[src/rtl/param_word_serializer.sv]
// -----------------------------------------------------------------------------
// param_word_serializer
//   Splits a WIDTH-bit parallel word into NCHUNK = WIDTH/CHUNK chunks of CHUNK
//   bits each, emitted least-significant chunk first. Both sides use a
//   valid/ready handshake. A parent overrides WIDTH/CHUNK by named association.
//
// Ports
//   clk        in   1      rising-edge clock
//   rst_n      in   1      asynchronous active-low reset
//   in_valid   in   1      in_data holds a word to send
//   in_ready   out  1      word on in_data is accepted this cycle
//   in_data    in   WIDTH  word to serialise
//   out_valid  out  1      out_data holds a valid chunk
//   out_ready  in   1      downstream consumes the chunk this cycle
//   out_data   out  CHUNK  current chunk
//   out_last   out  1      current chunk is the final chunk of its word
//   out_idx    out  IW     index of the current chunk (0 = LSB chunk)
//   busy       out  1      a word is in flight (same as out_valid)
//
// All outputs except in_ready come straight from registers; in_ready has a
// single combinational dependency on out_ready so a new word can be loaded in
// the same cycle the last chunk of the previous word is consumed.
// -----------------------------------------------------------------------------
module param_word_serializer #(
  parameter  int WIDTH      = 8,
  parameter  int CHUNK      = 4,
  // Guarded divisor keeps elaboration alive long enough to report bad params.
  localparam int CHUNK_SAFE = (CHUNK < 1) ? 1 : CHUNK,
  localparam int NCHUNK     = WIDTH / CHUNK_SAFE,
  localparam int IW         = (NCHUNK > 1) ? $clog2(NCHUNK) : 1
) (
  input  logic             clk,
  input  logic             rst_n,
  input  logic             in_valid,
  output logic             in_ready,
  input  logic [WIDTH-1:0] in_data,
  output logic             out_valid,
  input  logic             out_ready,
  output logic [CHUNK-1:0] out_data,
  output logic             out_last,
  output logic [IW-1:0]    out_idx,
  output logic             busy
);

  // Reject shapes that cannot be split into whole chunks.
  generate
    if ((CHUNK < 1) || (WIDTH < 1) || ((WIDTH % CHUNK_SAFE) != 0)) begin : g_bad_params
      $error("param_word_serializer: WIDTH must be a positive multiple of CHUNK >= 1");
    end
  endgenerate

  localparam logic [IW-1:0] LAST_IDX = IW'(NCHUNK - 1);

  typedef enum logic [0:0] {
    ST_IDLE = 1'b0,
    ST_SEND = 1'b1
  } state_e;

  state_e           state_q;
  logic [WIDTH-1:0] shreg_q;
  logic [IW-1:0]    idx_q;
  logic             last_q;
  // Holds in_ready low until the first clock edge after reset release.
  logic             init_q;

  logic             load_d;
  logic [IW-1:0]    idx_d;
  logic             last_d;

  // Handshake acceptance and the index/last values for the next chunk.
  always_comb begin
    in_ready = 1'b0;
    load_d   = 1'b0;
    idx_d    = idx_q;
    last_d   = last_q;
    if (state_q == ST_IDLE) begin
      in_ready = init_q;
    end else begin
      // Back-to-back load: the slot frees up as the final chunk is consumed.
      in_ready = last_q & out_ready;
    end
    load_d = in_valid & in_ready;
    if (last_q) begin
      idx_d  = idx_q;
      last_d = last_q;
    end else begin
      idx_d  = idx_q + {{(IW-1){1'b0}}, 1'b1};
      last_d = (idx_d == LAST_IDX);
    end
  end

  // Serializer FSM: load, shift on consume, return to idle after the last chunk.
  always_ff @(posedge clk or negedge rst_n) begin
    if (!rst_n) begin
      state_q <= ST_IDLE;
      shreg_q <= {WIDTH{1'b0}};
      idx_q   <= {IW{1'b0}};
      last_q  <= 1'b0;
      init_q  <= 1'b0;
    end else begin
      init_q <= 1'b1;
      case (state_q)
        ST_IDLE: begin
          if (load_d) begin
            shreg_q <= in_data;
            idx_q   <= {IW{1'b0}};
            last_q  <= (LAST_IDX == {IW{1'b0}});
            state_q <= ST_SEND;
          end
        end
        ST_SEND: begin
          if (out_ready) begin
            if (last_q) begin
              if (load_d) begin
                shreg_q <= in_data;
                idx_q   <= {IW{1'b0}};
                last_q  <= (LAST_IDX == {IW{1'b0}});
                state_q <= ST_SEND;
              end else begin
                shreg_q <= {WIDTH{1'b0}};
                idx_q   <= {IW{1'b0}};
                last_q  <= 1'b0;
                state_q <= ST_IDLE;
              end
            end else begin
              // Zero-fill shift exposes the next chunk in the low bits.
              shreg_q <= shreg_q >> CHUNK;
              idx_q   <= idx_d;
              last_q  <= last_d;
            end
          end
        end
        default: begin
          shreg_q <= {WIDTH{1'b0}};
          idx_q   <= {IW{1'b0}};
          last_q  <= 1'b0;
          state_q <= ST_IDLE;
        end
      endcase
    end
  end

  assign out_valid = (state_q == ST_SEND);
  assign out_data  = shreg_q[CHUNK-1:0];
  assign out_last  = last_q;
  assign out_idx   = idx_q;
  assign busy      = out_valid;

  param_word_serializer_chk #(
    .CHUNK    (CHUNK),
    .IW       (IW),
    .LAST_IDX (LAST_IDX)
  ) u_chk (
    .clk       (clk),
    .rst_n     (rst_n),
    .in_ready  (in_ready),
    .out_valid (out_valid),
    .out_ready (out_ready),
    .out_data  (out_data),
    .out_last  (out_last),
    .out_idx   (out_idx),
    .busy      (busy)
  );

endmodule

// -----------------------------------------------------------------------------
// param_word_serializer_chk
//   Protocol properties of the serializer output side.
// Ports: clk, rst_n, and the serializer handshake/output signals (all inputs).
// -----------------------------------------------------------------------------
module param_word_serializer_chk #(
  parameter int            CHUNK    = 4,
  parameter int            IW       = 1,
  parameter logic [IW-1:0] LAST_IDX = {IW{1'b0}}
) (
  input logic             clk,
  input logic             rst_n,
  input logic             in_ready,
  input logic             out_valid,
  input logic             out_ready,
  input logic [CHUNK-1:0] out_data,
  input logic             out_last,
  input logic [IW-1:0]    out_idx,
  input logic             busy
);

  a_stall_stable: assert property (@(posedge clk) disable iff (!rst_n)
    (out_valid && !out_ready) |=> ($stable(out_data) && $stable(out_idx) && $stable(out_last)));

  a_idx_range: assert property (@(posedge clk) disable iff (!rst_n)
    out_idx <= LAST_IDX);

  a_ready_overlap: assert property (@(posedge clk) disable iff (!rst_n)
    (in_ready && out_valid) |-> (out_last && out_ready));

  a_busy_valid: assert property (@(posedge clk) disable iff (!rst_n)
    busy == out_valid);

endmodule

[config.mk]
export PLATFORM = sky130hd
export DESIGN_NAME = param_word_serializer
export DESIGN_NICKNAME = d
export VERILOG_FILES = /design/src/rtl/param_word_serializer.sv
export SDC_FILE = /design/constraint.sdc
export NUM_CORES = 1
export LEC_CHECK = 0
export CORE_AREA = 4 4 41 43
export DETAILED_ROUTE_END_ITERATION = 12
export DIE_AREA = 0 0 45 47
export DONT_BUFFER_PORTS = 1
export PLACE_DENSITY = 0.64
export REMOVE_ABC_BUFFERS = 1
export SYNTH_ARGS = -nofsm -noshare
export SYNTH_HDL_FRONTEND = slang
export SYNTH_SLANG_ARGS = --single-unit
[constraint.sdc]
create_clock -name clk -period 3.2 [get_ports clk]
set_input_delay 0.16 -clock clk [delete_from_list [all_inputs] [get_ports clk]]
set_output_delay 0.16 -clock clk [all_outputs]
set_load 0.1 [all_outputs]
==> results of run 1 <==
[layer usage]
layer  GRT usage, %  vias up  share of wire (%)
met5              0        -                  0
met4          1.754        0                  0
met3          9.195        0                 15
met2          15.25       17                 38
met1          12.77      156                 47
li1               -      183                  -
[per-stage QoR]
step | cells | utilization, % | hold WS [ns]
floorplan | 46 | - | -0.1356
global placement | 63 | 40.58 | -0.1354
detailed placement | 63 | 40.58 | -0.1353
CTS | 68 | 43.46 | 0.02043
global route | 68 | 43.46 | 0.0005988
finish | 68 | 43.46 | 0.02888
[final timing paths]
| kind | end | slack (ns) | cells after the start | from |
|---|---|---|---|---|
| setup reg to reg | shreg_q[0] | 1.84 | 2 | shreg_q[0] |
| min in group asynchronous | shreg_q[0] | 0.28 | 1 | rst_n |
| hold / removal | shreg_q[6] | 0.03 | 1 | in_data[6] |
| setup / recovery | in_ready | 1.50 | 2 | busy |
| hold reg to reg | shreg_q[6] | 0.52 | 1 | shreg_q[6] |
| max in group asynchronous | busy | 2.57 | 1 | rst_n |
[cell families (layout without fill, tap and decap cells)]
| group | count (synthesis) | after routing | share of synthesized area (%) |
|---|---|---|---|
| AO/OA/AOI/OAI | 14 | 14 | 18.54 |
| buffers and inverters | 9 | 8 | 10.75 |
| flip-flops | 11 | 11 | 50.34 |
| multiplexers | 1 | 1 | 2.059 |
| other | 1 | 1 | 0.6858 |
| AND/OR/NAND/NOR | 18 | 18 | 17.62 |
[repair_timing]
action | in CTS | in global routing
hold endpoints to repair | 11 | 0
buffers inserted | 0 | 0
hold buffers | 1 | 0
[final cells by class]
class,instances,area (sq um),share of cell area [%]
clock buffer,3,22.52,3.982
tap,15,18.77,3.319
timing repair buffer,3,25.02,4.425
multi-input combinational,34,212.7,37.61
clock inverter,1,5.005,0.8850
sequential,11,277.8,49.12
inverter,1,3.754,0.6637
[sequential cells by signal (all words and copies together) (netlist names)]
signal / flops
busy: 1
init_q: 1
out_last: 1
shreg_q: 8
[cell usage in the layout (no fill, tap or decap), drive strengths merged, types with 2 or more instances in the layout]
master	instances
clkbuf	3
buf	2
nand2	6
o21ai	4
nor3	4
a31oi	4
a22o	4
dfrtp	11
[worst max-delay path, cell delays in order, from the launching register on]
cell	delay (ns)
dfrtp_2	0.44
nand2b_1	0.17
nand2_1	0.67
==> impl_metrics.py, run 1 <==
metrics = {
    "status": {
        "status": "complete, no violations",
    },
    "detailed_routing": {
        "dr_total_vias": 356,
        "dr.first_iter.drc_count": 4,
        "routed_via_density": 5.235,
        "detailed_route_wire_length_per_cell_um": 13.94,
        "finalWirelength_um": 948,
        "drtPass1Iterations": 2,
        "drtAntennaViolNets": 0,
        "route.detailed.drc": 0,
    },
    "critical_path": {
        "critPathMaxFanout": 8,
        "start_kind": "register",
        "cp.arrival_ns": 1.54,
        "timing_worst_setup_path_type": "register to primary output",
        "critPathRequiredTime_ns": 3.04,
        "setup.worst_path.end_class": "primary output",
    },
    "global_route": {
        "grt_start_max_net_pins": 12,
        "grt_pass1_vias": 371,
        "antenna_found_initial": 0,
        "track_usage_pct": 10.81,
        "grt_overflow": 0,
        "grt_pass1_wl_um": 1593,
    },
    "run": {
        "cap_viol_max_count": 0,
    },
    "sta": {
        "final.period_utilization_pct": 53.17,
        "fin_setup_tns_ns": 0,
        "unrepaired_setup_endpoints_after_global_routing": "no",
        "setup_viol": 0,
        "hold_viol_final": 0,
        "clock_skew_ns": 0.001410,
        "postLayoutSetupSlackWorst_ns": 1.499,
        "f_max_mhz": 587.7,
        "period_minus_slack_ns": 1.701,
        "tightest_slew_ns": 0.9035,
        "slew_viol_final": 0,
        "max_slew_margin_pct": 39.77,
    },
    "die": {
        "fp.dieArea_sq_um": 2115,
        "die_width_um": 45,
        "fp.coreArea_sq_um": 1301,
        "placement_rows": 13,
        "num_io_pins": 21,
        "initial_utilization_pct": 42.02,
        "chipHeight_um": 47,
    },
    "clock_tree": {
        "cts_num_sinks": 11,
        "htreeDepth": 1,
        "root_buffer": "clkbuf_4",
        "insertion_delay_ns": 0.26,
        "cts_tree": "yes",
        "max-clock-path-buffers": 2,
        "numCtsBuffers": 3,
        "cts_repair_resize_count": 0,
        "clk_transition_reported_paths_ns": 0.07,
    },
    "synth": {
        "synth_seq_cells": 11,
        "synth.yosys.seq_area_share_pct": 50.34,
        "synth.largest_area_cell": "dfrtp_1",
        "synth.yosys.warnings": 0,
        "netlist_top_cells_count": "dfrtp_1 (11), buf_4 (6), nand2_1 (6)",
        "syn-cell-area_sq_um": 546.8,
        "ys_top_cells_by_area": "dfrtp_1 (50%), buf_4 (8.2%), a22o_1 (6.4%)",
        "number_of_synthesized_flops_with_an_enable_pin": 0,
        "proportion_of_netlist_area_held_by_the_largest_area_contributor_pct": 50.34,
        "post_synth.cell_area_avg_sq_um": 10.13,
        "synthDistinctLibCells": 22,
        "async_flop_share_pct": 100.0,
        "yosys.cell_count.top_type": "dfrtp_1",
        "synthCells": 54,
        "most_used_flip_flop_cell_after_synthesis": "dfrtp_1",
    },
    "placed_design": {
        "placer_congestion_estimate": 0.7934,
        "buffer_ports.inserted": 0,
        "post_placement_worst_setup_slack_ns": 1.787,
        "post_dp_cell_area_sq_um": 528.0,
        "dp_hpwl_um": 760,
    },
    "finish": {
        "fraction_of_layout_cells_with_a_size_suffix_above_1_pct": 22.64,
        "area_growth_pct": 3.432,
        "nFillCells": 126,
        "final_nets": 66,
        "insertedDiodeCount": 0,
        "finalInstanceArea_sq_um": 565.5,
    },
    "hold_path": {
        "worst_hold_path_type": "input port to register",
    },
}
Power of run 1 is not shown: default switching activity piles up to over one toggle a cycle in this logic, so the estimate is an artifact.
==> run 2, diff against run 1 <==
ABC_AREA = 1   (was unset)
PLACE_DENSITY = 0.67   (was 0.64)
clock period = 1.7 ns   (was 3.2 ns; I/O delays follow)
==> run 2 against run 1 <==
  * Sequential share of layout area decreased by 11 points
  * Flip-flop and latch count stayed put
  * Hold slack gained 0.036 ns
  * Critical path type is now register to register
  * Clock skew grew 0.0044 ns
  * Global-route usage rose by 1.9 points
  * Highest routed layer is now met4
  * Utilization rose by 13 points
  * Worst setup slack got worse by 1.3 ns
  * Area after synthesis is 5.9% higher
  * Register-to-register slack lost 1.7 ns
  * Synthesized cell count increased by 30%
==> impl_metrics.py, run 2 <==
metrics = {
    "run": {
        "cap_viol_max_count": 0,
    },
    "finish": {
        "area_growth_pct": 26.57,
        "fraction_of_layout_cells_with_a_size_suffix_above_1_pct": 25.88,
        "finalNonFillerCells": 100,
        "max_reg_flops": 8,
        "top_register": "shreg_q",
        "insertedDiodeCount": 0,
        "final_nets": 98,
        "final_cell_mix": "nand2_1 (16), dlygate4sd3_1 (11), inv_1 (10)",
        "final_common_cell": "nand2_1",
    },
    "detailed_routing": {
        "drtPass1Iterations": 4,
        "dr.first_iter.drc_count": 6,
        "finalWirelength_um": 1110,
        "drtAntennaViolNets": 0,
        "routed_via_density": 4.780,
        "dr_total_vias": 478,
        "route.detailed.drc": 0,
        "detailed_route_wire_length_per_cell_um": 11.10,
    },
    "clock_tree": {
        "cts_num_sinks": 11,
        "cts_tree": "yes",
        "numCtsBuffers": 3,
        "max-clock-path-buffers": 2,
        "insertion_delay_ns": 0.26,
        "root_buffer": "clkbuf_4",
        "clk_transition_reported_paths_ns": 0.07,
        "htreeDepth": 1,
    },
    "synth": {
        "yosys.cell_count.top_type": "nand2_1",
        "synth.largest_area_cell": "dfrtp_1",
        "most_used_flip_flop_cell_after_synthesis": "dfrtp_1",
        "synth_seq_cells": 11,
        "synthDistinctLibCells": 15,
        "netlist_top_cells_count": "nand2_1 (16), dfrtp_1 (11), inv_1 (10)",
        "syn-cell-area_sq_um": 579.3,
        "proportion_of_netlist_area_held_by_the_largest_area_contributor_pct": 47.52,
        "ys_top_cells_by_area": "dfrtp_1 (48%), nand2_1 (10%), buf_4 (7.8%)",
        "synth.yosys.seq_area_share_pct": 47.52,
        "number_of_synthesized_flops_with_an_enable_pin": 0,
        "async_flop_share_pct": 100.0,
        "synthCells": 70,
        "post_synth.cell_area_avg_sq_um": 8.276,
        "synth.yosys.warnings": 0,
    },
    "sta": {
        "final.period_utilization_pct": 89.07,
        "hold_viol_final": 0,
        "f_max_mhz": 660.4,
        "clock_skew_ns": 0.005822,
        "slew_viol_final": 0,
        "tightest_slew_ns": 0.5478,
        "unrepaired_setup_endpoints_after_global_routing": "no",
        "postLayoutSetupSlackWorst_ns": 0.1858,
        "setup_viol": 0,
        "max_slew_margin_pct": 63.78,
        "period_minus_slack_ns": 1.514,
    },
    "status": {
        "status": "complete, no violations",
    },
    "placed_design": {
        "buffer_ports.inserted": 0,
        "post_placement_worst_setup_slack_ns": 0.4840,
        "placed_cells": 85,
        "dp_hpwl_um": 846.9,
        "placer_congestion_estimate": 0.7382,
    },
    "die": {
        "fp.coreArea_sq_um": 1301,
        "die_width_um": 45,
        "initial_utilization_pct": 44.52,
        "placement_rows": 13,
        "chipHeight_um": 47,
        "num_io_pins": 21,
        "fp.dieArea_sq_um": 2115,
    },
    "global_route": {
        "track_usage_pct": 12.70,
        "grt_overflow": 0,
        "grt_pass1_wl_um": 1959,
        "grt_start_max_net_pins": 14,
        "antenna_found_initial": 0,
        "grt_pass1_vias": 460,
    },
    "critical_path": {
        "timing.critical_path.cells": "inv_2 > nand2_1 > nand2_2 > nand3_1 > dlygate4sd3_1 > o21ai_0",
        "critPathMaxFanout": 6,
        "cp.arrival_ns": 1.70,
        "worst-path-buf-inv": 2,
        "start_kind": "register",
        "reg2reg_from": "busy",
        "critPathRequiredTime_ns": 1.88,
        "critPathLaunch": "busy",
        "cp_top_family": "buffers and inverters",
        "worst-r2r-cell-count": 6,
        "setup.reg_to_reg.worst_slack_ns": 0.19,
        "biggest_cell_delay_along_the_critical_path_ns": 0.56,
        "setup.worst_path.end_class": "register",
        "timing.rr.end": "shreg_q[5]",
        "worst_path_max_delay_cell": "dlygate4sd3_1",
        "timing_worst_setup_path_type": "register to register",
    },
    "hold_path": {
        "min_from": "out_ready",
        "worstHoldEndpoint": "busy",
        "worst_hold_path_type": "input port to register",
        "whs_path_depth": 3,
    },
}
[run 2: cell count changes in the layout (fill, tap and decap cells not counted), sizes merged, moves of 5 or more]
cell | previous run | this run
nand2 | 6 | 18
dlygate4sd3 | 1 | 11
inv | 1 | 11
buf | 2 | 7
nand3 | 1 | 6
[run 2: what timing repair did]
item,in CTS,in global routing
gates resized for setup,0,0
hold buffers,11,0
setup buffers,0,0
endpoints found under the hold margin,21,0
[run 2: worst max path at each step]
| stage | depth (start not counted) | endpoint |
|---|---|---|
| 5_1_grt | 6 | shreg_q[5] |
| 6_report | 6 | shreg_q[5] |
| 3_3_place_gp | 5 | shreg_q[2] |
| 4_1_cts | 6 | shreg_q[5] |
| 2_1_floorplan | 7 | shreg_q[0] |
| 3_5_place_dp | 5 | shreg_q[1] |
[run 2: stage by stage]
step	cell area (sq um)	hold WS [ns]	setup TNS [ns]	util [%]
after floorplan	523.0	-0.2106	-10.49	-
final	733.2	0.06478	0	56.35
after detailed placement	596.8	-0.2103	0	45.87
after global routing	733.2	0.06700	0	56.35
after global placement	596.8	-0.2103	0	45.87
after CTS	733.2	0.06092	0	56.35
[run 2: per-layer routing]
metal | wire length [um] | GRT usage, % | up-vias | share of wire [%]
li1 | - | - | 243 | -
met1 | 487 | 16.43 | 220 | 44
met2 | 533 | 20.62 | 13 | 48
met3 | 80 | 2.682 | 2 | 7.2
met4 | 8 | 5.263 | 0 | 0.72
met5 | 0 | 0 | - | 0
[run 2: cells by family after synthesis]
kind of cell	synth area share, %
buf+inv	16.85
other cells	0.6473
compound gates	12.74
simple gates	22.25
flops	47.52
[run 2: worst reg2reg max path, delay by kind of cell (launching register included)]
kind	cells	cell delay [ns]
AO/OA/AOI/OAI	1	0.07
buffers and inverters	2	0.67
flip-flops	1	0.44
AND/OR/NAND/NOR	3	0.27
[run 2: area by class of cell]
cell class	instances	area [sq um]
Tap cell	15	18.77
Sequential cell	11	277.8
Inverter	11	41.29
Fill cell	145	568.0
Multi-Input combinational cell	41	206.4
Clock buffer	4	26.28
Timing Repair Buffer	18	162.7
Power of run 2 is left out for the same reason.
